[config.mk]
export PLATFORM = sky130hd
export DESIGN_NAME = key_debounce
export DESIGN_NICKNAME = d
export VERILOG_FILES = /design/src/rtl/key_debounce.sv
export SDC_FILE = /design/constraint.sdc
export NUM_CORES = 1
export LEC_CHECK = 0
export ABC_AREA = 1
export CAP_MARGIN = 20
export CORE_ASPECT_RATIO = 0.7
export CORE_MARGIN = 5
export CORE_UTILIZATION = 45
export CTS_BUF_LIST = sky130_fd_sc_hd__clkbuf_8
export DETAILED_ROUTE_END_ITERATION = 6
export MAX_ROUTING_LAYER = met4
export PLACE_DENSITY = 0.73
export SLEW_MARGIN = 25
export SYNTH_ARGS = -nofsm -noshare
export SYNTH_HDL_FRONTEND = slang
export SYNTH_SLANG_ARGS = --single-unit
export TNS_END_PERCENT = 20
[constraint.sdc]
create_clock -name clk -period 5.45 [get_ports clk]
set_clock_uncertainty 0.05 [all_clocks]
set_input_delay 0.545 -clock clk [delete_from_list [all_inputs] [get_ports clk]]
set_output_delay 0.545 -clock clk [all_outputs]
set_load 0.005 [all_outputs]
[src/rtl/key_debounce.sv]
// key_debounce: cleans one raw push-button pin into a debounced level with
// one-cycle press / release / long-press pulses and a wrapping press count.
module key_debounce #(
    parameter int unsigned DEBOUNCE_CYCLES = 480000,
    parameter int unsigned LONG_CYCLES     = 24000000,
    parameter int unsigned ACTIVE_LOW      = 1
) (
    input  logic       clk,
    input  logic       rst,
    input  logic       key_in,
    output logic       key_state,
    output logic       key_press,
    output logic       key_release,
    output logic       key_long,
    output logic [7:0] press_cnt
);

    localparam int unsigned DBW = $clog2(DEBOUNCE_CYCLES);
    localparam int unsigned LGW = $clog2(LONG_CYCLES);
    localparam logic [DBW-1:0] DB_LAST  = DBW'(DEBOUNCE_CYCLES - 1);
    localparam logic [DBW-1:0] DB_FIRST = DBW'(1);
    localparam logic [LGW-1:0] LG_LAST  = LGW'(LONG_CYCLES - 1);
    localparam logic PIN_IDLE = (ACTIVE_LOW != 0);

    typedef enum logic [2:0] {
        IDLE,
        DB_PRESS,
        PRESSED,
        LONG_HELD,
        DB_RELEASE
    } state_t;

    state_t         state, state_nx;
    logic           sync_a, sync_b, key_sync;
    logic [DBW-1:0] db_cnt, db_cnt_nx;
    logic [LGW-1:0] long_cnt, long_cnt_nx;
    logic           from_long, from_long_nx;
    logic           key_state_nx, press_nx, release_nx, long_nx;
    logic [7:0]     press_cnt_nx;

    // Two-flop synchronizer, reset to the released pin level
    always_ff @(posedge clk or posedge rst) begin
        if (rst) begin
            sync_a <= PIN_IDLE;
            sync_b <= PIN_IDLE;
        end else begin
            sync_a <= key_in;
            sync_b <= sync_a;
        end
    end

    // Polarity applied after synchronization: 1 = pressed
    assign key_sync = sync_b ^ PIN_IDLE;

    // State, counters and registered outputs
    always_ff @(posedge clk or posedge rst) begin
        if (rst) begin
            state       <= IDLE;
            db_cnt      <= '0;
            long_cnt    <= '0;
            from_long   <= 1'b0;
            key_state   <= 1'b0;
            key_press   <= 1'b0;
            key_release <= 1'b0;
            key_long    <= 1'b0;
            press_cnt   <= '0;
        end else begin
            state       <= state_nx;
            db_cnt      <= db_cnt_nx;
            long_cnt    <= long_cnt_nx;
            from_long   <= from_long_nx;
            key_state   <= key_state_nx;
            key_press   <= press_nx;
            key_release <= release_nx;
            key_long    <= long_nx;
            press_cnt   <= press_cnt_nx;
        end
    end

    // Next-state and next-output decode; release path has priority over long expiry
    always_comb begin
        state_nx     = state;
        db_cnt_nx    = db_cnt;
        long_cnt_nx  = long_cnt;
        from_long_nx = from_long;
        key_state_nx = key_state;
        press_nx     = 1'b0;
        release_nx   = 1'b0;
        long_nx      = 1'b0;
        press_cnt_nx = press_cnt;
        unique case (state)
            IDLE: begin
                if (key_sync) begin
                    state_nx  = DB_PRESS;
                    db_cnt_nx = DB_FIRST;
                end
            end
            DB_PRESS: begin
                if (!key_sync) begin
                    state_nx = IDLE;
                end else if (db_cnt == DB_LAST) begin
                    state_nx     = PRESSED;
                    key_state_nx = 1'b1;
                    press_nx     = 1'b1;
                    press_cnt_nx = press_cnt + 8'd1;
                    long_cnt_nx  = '0;
                end else if (db_cnt != '1) begin
                    db_cnt_nx = db_cnt + 1'b1;
                end
            end
            PRESSED: begin
                if (!key_sync) begin
                    state_nx     = DB_RELEASE;
                    db_cnt_nx    = DB_FIRST;
                    from_long_nx = 1'b0;
                end else if (long_cnt == LG_LAST) begin
                    state_nx = LONG_HELD;
                    long_nx  = 1'b1;
                end else if (long_cnt != '1) begin
                    long_cnt_nx = long_cnt + 1'b1;
                end
            end
            LONG_HELD: begin
                if (!key_sync) begin
                    state_nx     = DB_RELEASE;
                    db_cnt_nx    = DB_FIRST;
                    from_long_nx = 1'b1;
                end
            end
            DB_RELEASE: begin
                // Long counter is held here and resumes on return to PRESSED
                if (key_sync) begin
                    state_nx = from_long ? LONG_HELD : PRESSED;
                end else if (db_cnt == DB_LAST) begin
                    state_nx     = IDLE;
                    key_state_nx = 1'b0;
                    release_nx   = 1'b1;
                end else if (db_cnt != '1) begin
                    db_cnt_nx = db_cnt + 1'b1;
                end
            end
            default: state_nx = IDLE;
        endcase
    end

endmodule

[After elaboration in Yosys (flattened, before gate mapping)]
Index checks and enable logic that the tools add are counted.
Cells by class
  reductions and logical operators: 12
  multiplexer cells: 39
  eq/ne operators: 22
  bitwise gates (word level): 1
  add/subtract/negate cells: 3
Operators with widths (number)
  $mux W25: 5
  $mux W19: 6
  $pmux W19 S4: 1
  $pmux W25 S2: 1
  $add A25 B1 Y25 const B: 1
  $eq A25 B25 Y1 const B: 1
  $ne A25 B25 Y1 const B: 1
  $mux W3: 8
  $ne A2 B2 Y1 const B: 10
  $add A19 B1 Y19 const B: 1
  $eq A19 B19 Y1 const B: 1
  $ne A19 B19 Y1 const B: 1
  $mux W1: 15
  $pmux W3 S5: 1
  $reduce_and A5 Y1: 3
  $ne A3 B3 Y1 const B: 3
  $add A8 B1 Y8 const B: 1
  $eq A3 B2 Y1 const B: 2
  $reduce_and A3 Y1: 2
  $reduce_and A6 Y1: 1
  $reduce_bool A2 Y1: 3
  $pmux W1 S2: 2
  $reduce_bool A4 Y1: 1
  $eq A3 B1 Y1 const B: 1
  other kinds (5): 5
Storage, ports and cells
  bits in registers: 62
  output and inout bits: 12
  word-level logic and storage cells: 88
  input bits: 3

[Depth between registers and ports, before layout]
Gate-level depths: netlist of run 1.
  depth after elaboration: 5
  depth in mapped cells: 12

[Worst setup path after synthesis of run 1]
OpenSTA, ideal clock, no wires.
  path type: flip-flop to flip-flop
  from: reg long_cnt[0]
  to: reg long_cnt[8]
  setup time: 117 ps
  setup slack: 3663 ps
  cell stages (with the launch flop): 12
  data required time: 5283 ps
  data arrival time: 1620 ps
  clock period less this slack: 1787 ps
  path buffers: 1
  path through: dfrtp_1 -> ha_1 -> nand2_1 -> nor2_4 -> nand2_2 -> nor2_1 -> nand3_1 -> nand2_1 -> nor2_8 -> buf_6 -> nand3_1 -> nand2_1
On the way
  longest elaborated chain between the ends: 5
  elaborated cells on any way between the ends: 10
  those cells by class: add/sub (1); eq/ne (4); mux (4); reduce/logical (1)
Ends and longest elaborated chain
  start, declared: RTL line 36  | logic [LGW-1:0] long_cnt, long_cnt_nx;
  start signal, assigned: RTL line 70  | long_cnt <= long_cnt_nx;
  $add A25 B1 Y25: RTL line 120  | long_cnt_nx = long_cnt + 1'b1;
  $mux W25: RTL line 119  | end else if (long_cnt != '1) begin
  $mux W25: RTL line 116  | end else if (long_cnt == LG_LAST) begin
  $mux W25: RTL line 112  | if (!key_sync) begin
  $pmux W25 S2: RTL line 91  | unique case (state)
Several ways; a longest one is shown, not always the timed one. The select of a mux whose other input is x is not followed.
A chain may end at the register's enable or synchronous reset.

[Worst setup path after layout of run 1]
  from: reg state[2]
  to: reg long_cnt[20]
On the way
  longest elaborated chain between the ends: 3
  elaborated cells on any way between the ends: 10
  those cells by class: eq/ne (7); mux (1); reduce/logical (2)
Ends and longest elaborated chain
  start, declared: RTL line 33  | state_t state, state_nx;
  start signal, assigned: RTL line 68  | state <= state_nx;
  $eq A3 B2 Y1 or $eq A3 B1 Y1 (tied branches): RTL line 91
  $ne A2 B2 Y1 (no line) or $reduce_bool A2 Y1 (tied branches)
  $reduce_and A6 Y1 (no line)
Several ways; a longest one is shown, not always the timed one.

==> flow_summary.json, run 1 <==
{
  "switchingPower_mw": 0.6165,
  "n_antenna_cell": 0,
  "synth_cells": 623,
  "die_h_um": 91.64,
  "combPwrFrac_pct": 34.2,
  "drv_slew": 0,
  "worstSkewPairLatency_ns": 0.36,
  "gp_congestion": 1.035,
  "grt_pass1_vias": 3589,
  "rsz0062_at_grt": "no",
  "htreeDepth": 3,
  "relSlewSlack_pct": 42.96,
  "sw_frac_of_total_pct": 41.70,
  "finalSetupTns_ns": 0,
  "antenna_found_initial": 0,
  "worstPathMaxFanout": 25,
  "drv_cap": 0,
  "syn2layout_area_growth_pct": 9.404,
  "cts.path.max_buffers": 2,
  "cts_tree": "done",
  "p_int_mw": 0.8617,
  "worstHoldStart": "sync_a",
  "synth.net_count": 629,
  "antenna_left": 0,
  "worstSetupEndpointType": "flop",
  "final_common_cell": "nand2_1",
  "power_mw": 1.478,
  "grt.total_usage_pct": 18.98,
  "worstReg2RegEnd": "long_cnt[20]",
  "synth.avg_cell_area_sq_um": 6.877,
  "min_period_ns": 2.519,
  "dp_hpwl_um": 7112,
  "status": "finished clean",
  "ir_worst_vdd_mv": 0.2081,
  "period_share_pct": 46.21,
  "r2r_slack_ns": 2.93,
  "dieArea_sq_mm": 0.01160,
  "cp.arrival_ns": 2.72,
  "hold_class": "reg2reg",
  "final-setup-viol-count": 0,
  "yosysWarningCount": 0,
  "grt_max_degree": 63,
  "r2r_cells": 8,
  "yosys.cell_types.count": 38,
  "synth_flop_cell": "dfrtp_1",
  "startpoint": "state[2]",
  "grt_pass1_wl_um": 17660,
  "clk_pin_slew_ns": 0.08,
  "timing.critical_path.required_ns": 5.65,
  "final_cell_mix": "nand2_1, nor2_1, dfrtp_1",
  "syn_area_sq_mm": 0.004284,
  "fin_hold_ws_ns": 0.2937,
  "ys_seq_area_share_pct": 36.27,
  "cts_buffers": 9,
  "drt_pass1_iterations": 4,
  "path_class": "reg2reg",
  "root_buffer": "clkbuf_8",
  "ioPinCount": 15,
  "placed_cell_area_sq_mm": 0.004472,
  "post_cts_buffers": 0,
  "vias": 3953,
  "initial_utilization_pct": 46.67,
  "holdBufCountCts": 0,
  "async_reset_ff_share_pct": 100.0,
  "wl_um": 10120,
  "core_sq_mm": 0.009180,
  "worstMarginPinSlew_ns": 0.8525,
  "timing.fmax_ghz": 0.3970,
  "drive_gt1_share_pct": 11.41,
  "seqPwrFrac_pct": 35.1,
  "drt_iter0_drc": 318,
  "wl_per_cell_um": 13.24,
  "overflow": 0,
  "synth_edf_count": 0,
  "r2r_start": "state[2]",
  "post_drt_via_cell_ratio": 5.174,
  "die_w_um": 126.6,
  "fp-row-count": 29,
  "stdcell_area_sq_mm": 0.004687,
  "cts_sinks": 62,
  "drc": 0,
  "crit_end": "long_cnt[20]",
  "leakage_nw": 2.038,
  "port_buffers": 14,
  "fillCellCount": 911,
  "post_cts_resized": 0,
  "cp-start-kind": "flop",
  "power.share.clock_pct": 30.7,
  "finalHoldViolCount": 0,
  "nets": 641,
  "p_per_area_mw_per_mm2": 315.4,
  "ys_seq_elements": 62
}
==> kinds of logic (layout without fill, tap and decap cells) <==
logic type | after synthesis | in the layout | synth area share [%]
AO/OA/AOI/OAI | 41 | 41 | 5.053
flip-flops | 62 | 62 | 36.27
adder cells (fa/ha/maj) | 3 | 3 | 0.8763
AND/OR/NAND/NOR | 431 | 431 | 46.79
buffers and inverters | 69 | 86 | 7.535
XOR/XNOR | 17 | 17 | 3.475
==> flip-flops by register name, summed over array words and instances, names as in the netlist <==
name and cells:
db_cnt 19, from_long 1, key_long 1, key_press 1, key_release 1, key_state 1, long_cnt 25, press_cnt 8
state 3, sync_a 1, sync_b 1
==> critical path, cell delays in order (launching register included) <==
cell and delay, ns:
dfrtp_1 0.41, inv_2 0.11, nand2_1 0.07, nor2_1 0.65, nand2_2 0.17, nand2_4 0.37, nand3_4 0.33, nand2_1 0.17
nand2_1 0.06
==> how the worst min path moves through the flow <==
stage	endpoint	depth (start not counted)	slack, ns
floorplan	sync_b	0	0.30
global placement	sync_b	0	0.30
detailed placement	sync_b	0	0.30
CTS	sync_b	0	0.31
global route	sync_b	0	0.31
finish	sync_b	0	0.29
==> metal layers <==
metal | track usage (%) | up-vias | share of wire [%]
li1 | - | 1988 | -
met1 | 28.56 | 1824 | 52
met2 | 25.22 | 127 | 40
met3 | 4.239 | 14 | 6.1
met4 | 5.446 | 0 | 1.3
met5 | - | - | 0
==> cell type report <==
cell class	count	area (sq um)	area share (%)
Clock inverter	6	77.57	1.655
Sequential cell	62	1554	33.16
Clock buffer	10	137.6	2.936
Tap cell	124	155.1	3.310
Inverter	55	207.7	4.431
Timing Repair Buffer	15	147.6	3.150
Multi-Input combinational cell	492	2407	51.36
==> stage by stage <==
stage	instances	util, %	setup slack, ns
finish	764	51.06	2.931
global route	764	51.06	2.749
CTS	764	51.06	2.954
detailed placement	748	48.71	2.963
global placement	748	48.71	3.050
floorplan	623	-	3.317
==> synthesized netlist by cell type, types with 2 or more instances <==
cell / number / area (sq um)
nand4_1: 10 / 62.56
o21ai_1: 15 / 75.07
nor3_1: 10 / 50.05
nand3_4: 2 / 35.03
nand2_1: 226 / 848.3
a21oi_1: 6 / 30.03
nand3_2: 19 / 190.2
buf_6: 7 / 78.83
clkbuf_1: 2 / 7.510
o21ai_0: 15 / 75.07
nor2_4: 3 / 33.78
ha_1: 3 / 37.54
buf_4: 2 / 15.01
nand2_2: 10 / 62.56
xor2_1: 12 / 105.1
nor2_2: 6 / 37.54
nor2_8: 2 / 40.04
nor2_1: 91 / 341.6
nand3_1: 42 / 210.2
inv_2: 5 / 18.77
inv_1: 49 / 183.9
nand2_4: 4 / 45.04
dfrtp_1: 60 / 1501
xnor2_1: 5 / 43.79
nor3_2: 2 / 20.02
dfstp_2: 2 / 52.55
buf_2: 2 / 10.01
==> power by group through the flow <==
| stage | registers, mW | logic [mW] | clock network, mW |
|---|---|---|---|
| global route | 0.522 | 0.565 | 0.488 |
| CTS | 0.518 | 0.505 | 0.471 |
| floorplan | 0.519 | 0.487 | 0 |
| global placement | 0.524 | 0.492 | 0 |
| detailed placement | 0.527 | 0.503 | 0 |
| finish | 0.519 | 0.505 | 0.454 |
No activity file was read; power rests on OpenSTA's default activity.
==> run 2: changes to the inputs <==
--- a/config.mk
+++ b/config.mk
@@ -13,7 +13,7 @@
 export CTS_BUF_LIST = sky130_fd_sc_hd__clkbuf_8
 export DETAILED_ROUTE_END_ITERATION = 6
 export MAX_ROUTING_LAYER = met4
-export PLACE_DENSITY = 0.73
+export PLACE_DENSITY = 0.75
 export SLEW_MARGIN = 25
 export SYNTH_ARGS = -nofsm -noshare
 export SYNTH_HDL_FRONTEND = slang
==> constraint.sdc (replaced) <==
create_clock -name clk -period 2.07 [get_ports clk]
set_clock_uncertainty 0.05 [all_clocks]
set_input_delay 0.207 -clock clk [delete_from_list [all_inputs] [get_ports clk]]
set_output_delay 0.207 -clock clk [all_outputs]
set_load 0.005 [all_outputs]
==> flow_summary.json, run 2 (synthesis results as in run 1) <==
{
  "wl_um": 11100,
  "htreeDepth": 3,
  "worstSetupEndpointType": "flop",
  "combPwrFrac_pct": 42.1,
  "clk_pin_slew_ns": 0.08,
  "slowest_delay_ns": 0.37,
  "worstMarginPinSlew_ns": 0.4625,
  "final_common_cell": "nand2_1",
  "worstPathMaxFanout": 12,
  "status": "complete, but fails checks",
  "grt.total_usage_pct": 18.63,
  "fp-row-count": 29,
  "reg_top3": "long_cnt (25), db_cnt (19), press_cnt (8)",
  "port_buffers": 14,
  "fin_hold_ws_ns": 0.1810,
  "fillCellCount": 860,
  "grt.busiest_layer": "met1",
  "cp.arrival_ns": 2.18,
  "finalHoldViolCount": 0,
  "power_mw": 4.433,
  "cts_tree": "done",
  "min_period_ns": 1.986,
  "cp_top_family": "simple AND/OR/NAND/NOR gates",
  "die_h_um": 91.64,
  "grt_pass1_wl_um": 17470,
  "cts_sinks": 62,
  "die_w_um": 126.6,
  "seqPwrFrac_pct": 30.5,
  "met2_usage_pct": 24.47,
  "drt_iter0_drc": 424,
  "overflow": 0,
  "regMostFlops": "long_cnt",
  "place_inst": 760,
  "antenna_left": 0,
  "initial_utilization_pct": 46.67,
  "ioPinCount": 15,
  "crit_chain": "ha_1 -> nand2_1 -> nor2_4 -> nand2_2 -> nor2_1 -> nand3_1 -> nand2_2 -> nor2_4 -> buf_12 -> nand3_2 -> nand2_1",
  "hold_class": "in2async",
  "dieArea_sq_mm": 0.01160,
  "vias": 4184,
  "drv_cap": 0,
  "cts.path.max_buffers": 2,
  "grt_pass1_vias": 3663,
  "violations": "design-rule violations",
  "period_share_pct": 95.94,
  "cp-start-kind": "flop",
  "leakage_nw": 2.126,
  "drive_gt1_share_pct": 14.89,
  "core_sq_mm": 0.009180,
  "drv_slew": 0,
  "cp_slowest_cell": "dfrtp_1",
  "timing.fmax_ghz": 0.5036,
  "final-setup-viol-count": 0,
  "p_per_area_mw_per_mm2": 902.0,
  "crit_buf_inv": 1,
  "power.share.clock_pct": 27.3,
  "syn2layout_area_growth_pct": 14.72,
  "antenna_found_initial": 0,
  "nets": 659,
  "worstSkewPairLatency_ns": 0.36,
  "wl_per_cell_um": 14.19,
  "grtUsageMet3_pct": 4.355,
  "sw_frac_of_total_pct": 42.89,
  "post_drt_via_cell_ratio": 5.350,
  "cts_buffers": 9,
  "drc": 3,
  "dp_hpwl_um": 7437,
  "switchingPower_mw": 1.902,
  "drt_pass1_iterations": 7,
  "largest_register_ffs": 25,
  "root_buffer": "clkbuf_8",
  "timing.critical_path.required_ns": 2.26,
  "finalNonFillerCells": 782,
  "ir_worst_vdd_mv": 0.6272,
  "n_antenna_cell": 0,
  "p_int_mw": 2.532,
  "path_class": "reg2reg",
  "grt_max_degree": 37,
  "gp_congestion": 1.037,
  "final_cell_mix": "nand2_1, nor2_1, dfrtp_1",
  "relSlewSlack_pct": 69.17,
  "rsz0062_at_grt": "yes",
  "grtUsageMet1_pct": 28.36
}
-- run 2: cell count changes in the layout (fill, tap and decap cells not counted), sizes merged --
cell      before  now
nor2         102  104
clkinv         3    2
clkinvlp       0    2
nand3         63   66
buf            1   14
inv           56   55
-- run 2: power groups by stage --
| stage | Sequential, mW | Combinational (mW) | Clock, mW |
|---|---|---|---|
| after floorplan | 1.37 | 1.28 | 0 |
| after global placement | 1.37 | 1.47 | 0 |
| after detailed placement | 1.37 | 1.51 | 0 |
| after CTS | 1.35 | 1.51 | 1.25 |
| after global routing | 1.36 | 1.98 | 1.29 |
| final | 1.35 | 1.87 | 1.21 |
-- run 2: worst min-delay path, stage by stage --
cell and delay (ns):
clkdlybuf4s50_1 0.41, inv_2 0.06, buf_4 0.32
-- run 2: worst paths after layout --
| kind | startpoint | to | slack, ns | cells after the start |
|---|---|---|---|---|
| min reg2reg | sync_a | sync_b | 0.31 | 0 |
| min | rst | key_press | 0.18 | 3 |
| max reg2reg | long_cnt[1] | long_cnt[13] | 0.08 | 11 |
| max | long_cnt[1] | long_cnt[13] | 0.08 | 11 |
| max in group asynchronous | rst | sync_a | 1.39 | 3 |
| min in group clk | key_in | sync_a | 0.21 | 1 |
-- run 2: layer usage --
| metal | up-vias | wire length, um |
|---|---|---|
| met5 | - | 0 |
| met1 | 1906 | 5124 |
| li1 | 2036 | - |
| met2 | 208 | 4549 |
| met3 | 34 | 1188 |
| met4 | 0 | 235 |
-- run 2: final cells by class --
| type | instances | area, sq um | share of cell area (%) |
|---|---|---|---|
| timing repair buffer | 28 | 282.8 | 5.754 |
| tap | 124 | 155.1 | 3.157 |
| sequential | 62 | 1554 | 31.62 |
| clock buffer | 10 | 137.6 | 2.800 |
| multi-input combinational | 497 | 2490 | 50.66 |
| clock inverter | 6 | 87.58 | 1.782 |
| inverter | 55 | 207.7 | 4.226 |
-- run 2: metrics by stage --
step                      cell area (sq um)  utilization, %   TNS [ns]  setup WS (ns)
after detailed placement               4587           49.97  -0.002344      -0.001820
final                                  4915           53.54          0        0.08414
after global placement                 4587           49.97          0        0.06814
after floorplan                        4284               -          0         0.2749
after CTS                              4812           52.42          0       0.002667
after global routing                   4915           53.54    -0.5385       -0.03813
-- run 2: what timing repair did --
action / in CTS / in global routing
endpoints found under the setup margin: 6 / 39
gates cloned: 0 / 5
resized for setup: 0 / 8
setup buffers: 0 / 1
hold endpoints to repair: 0 / 0
hold buffers: 0 / 0
pin swaps: 1 / 5
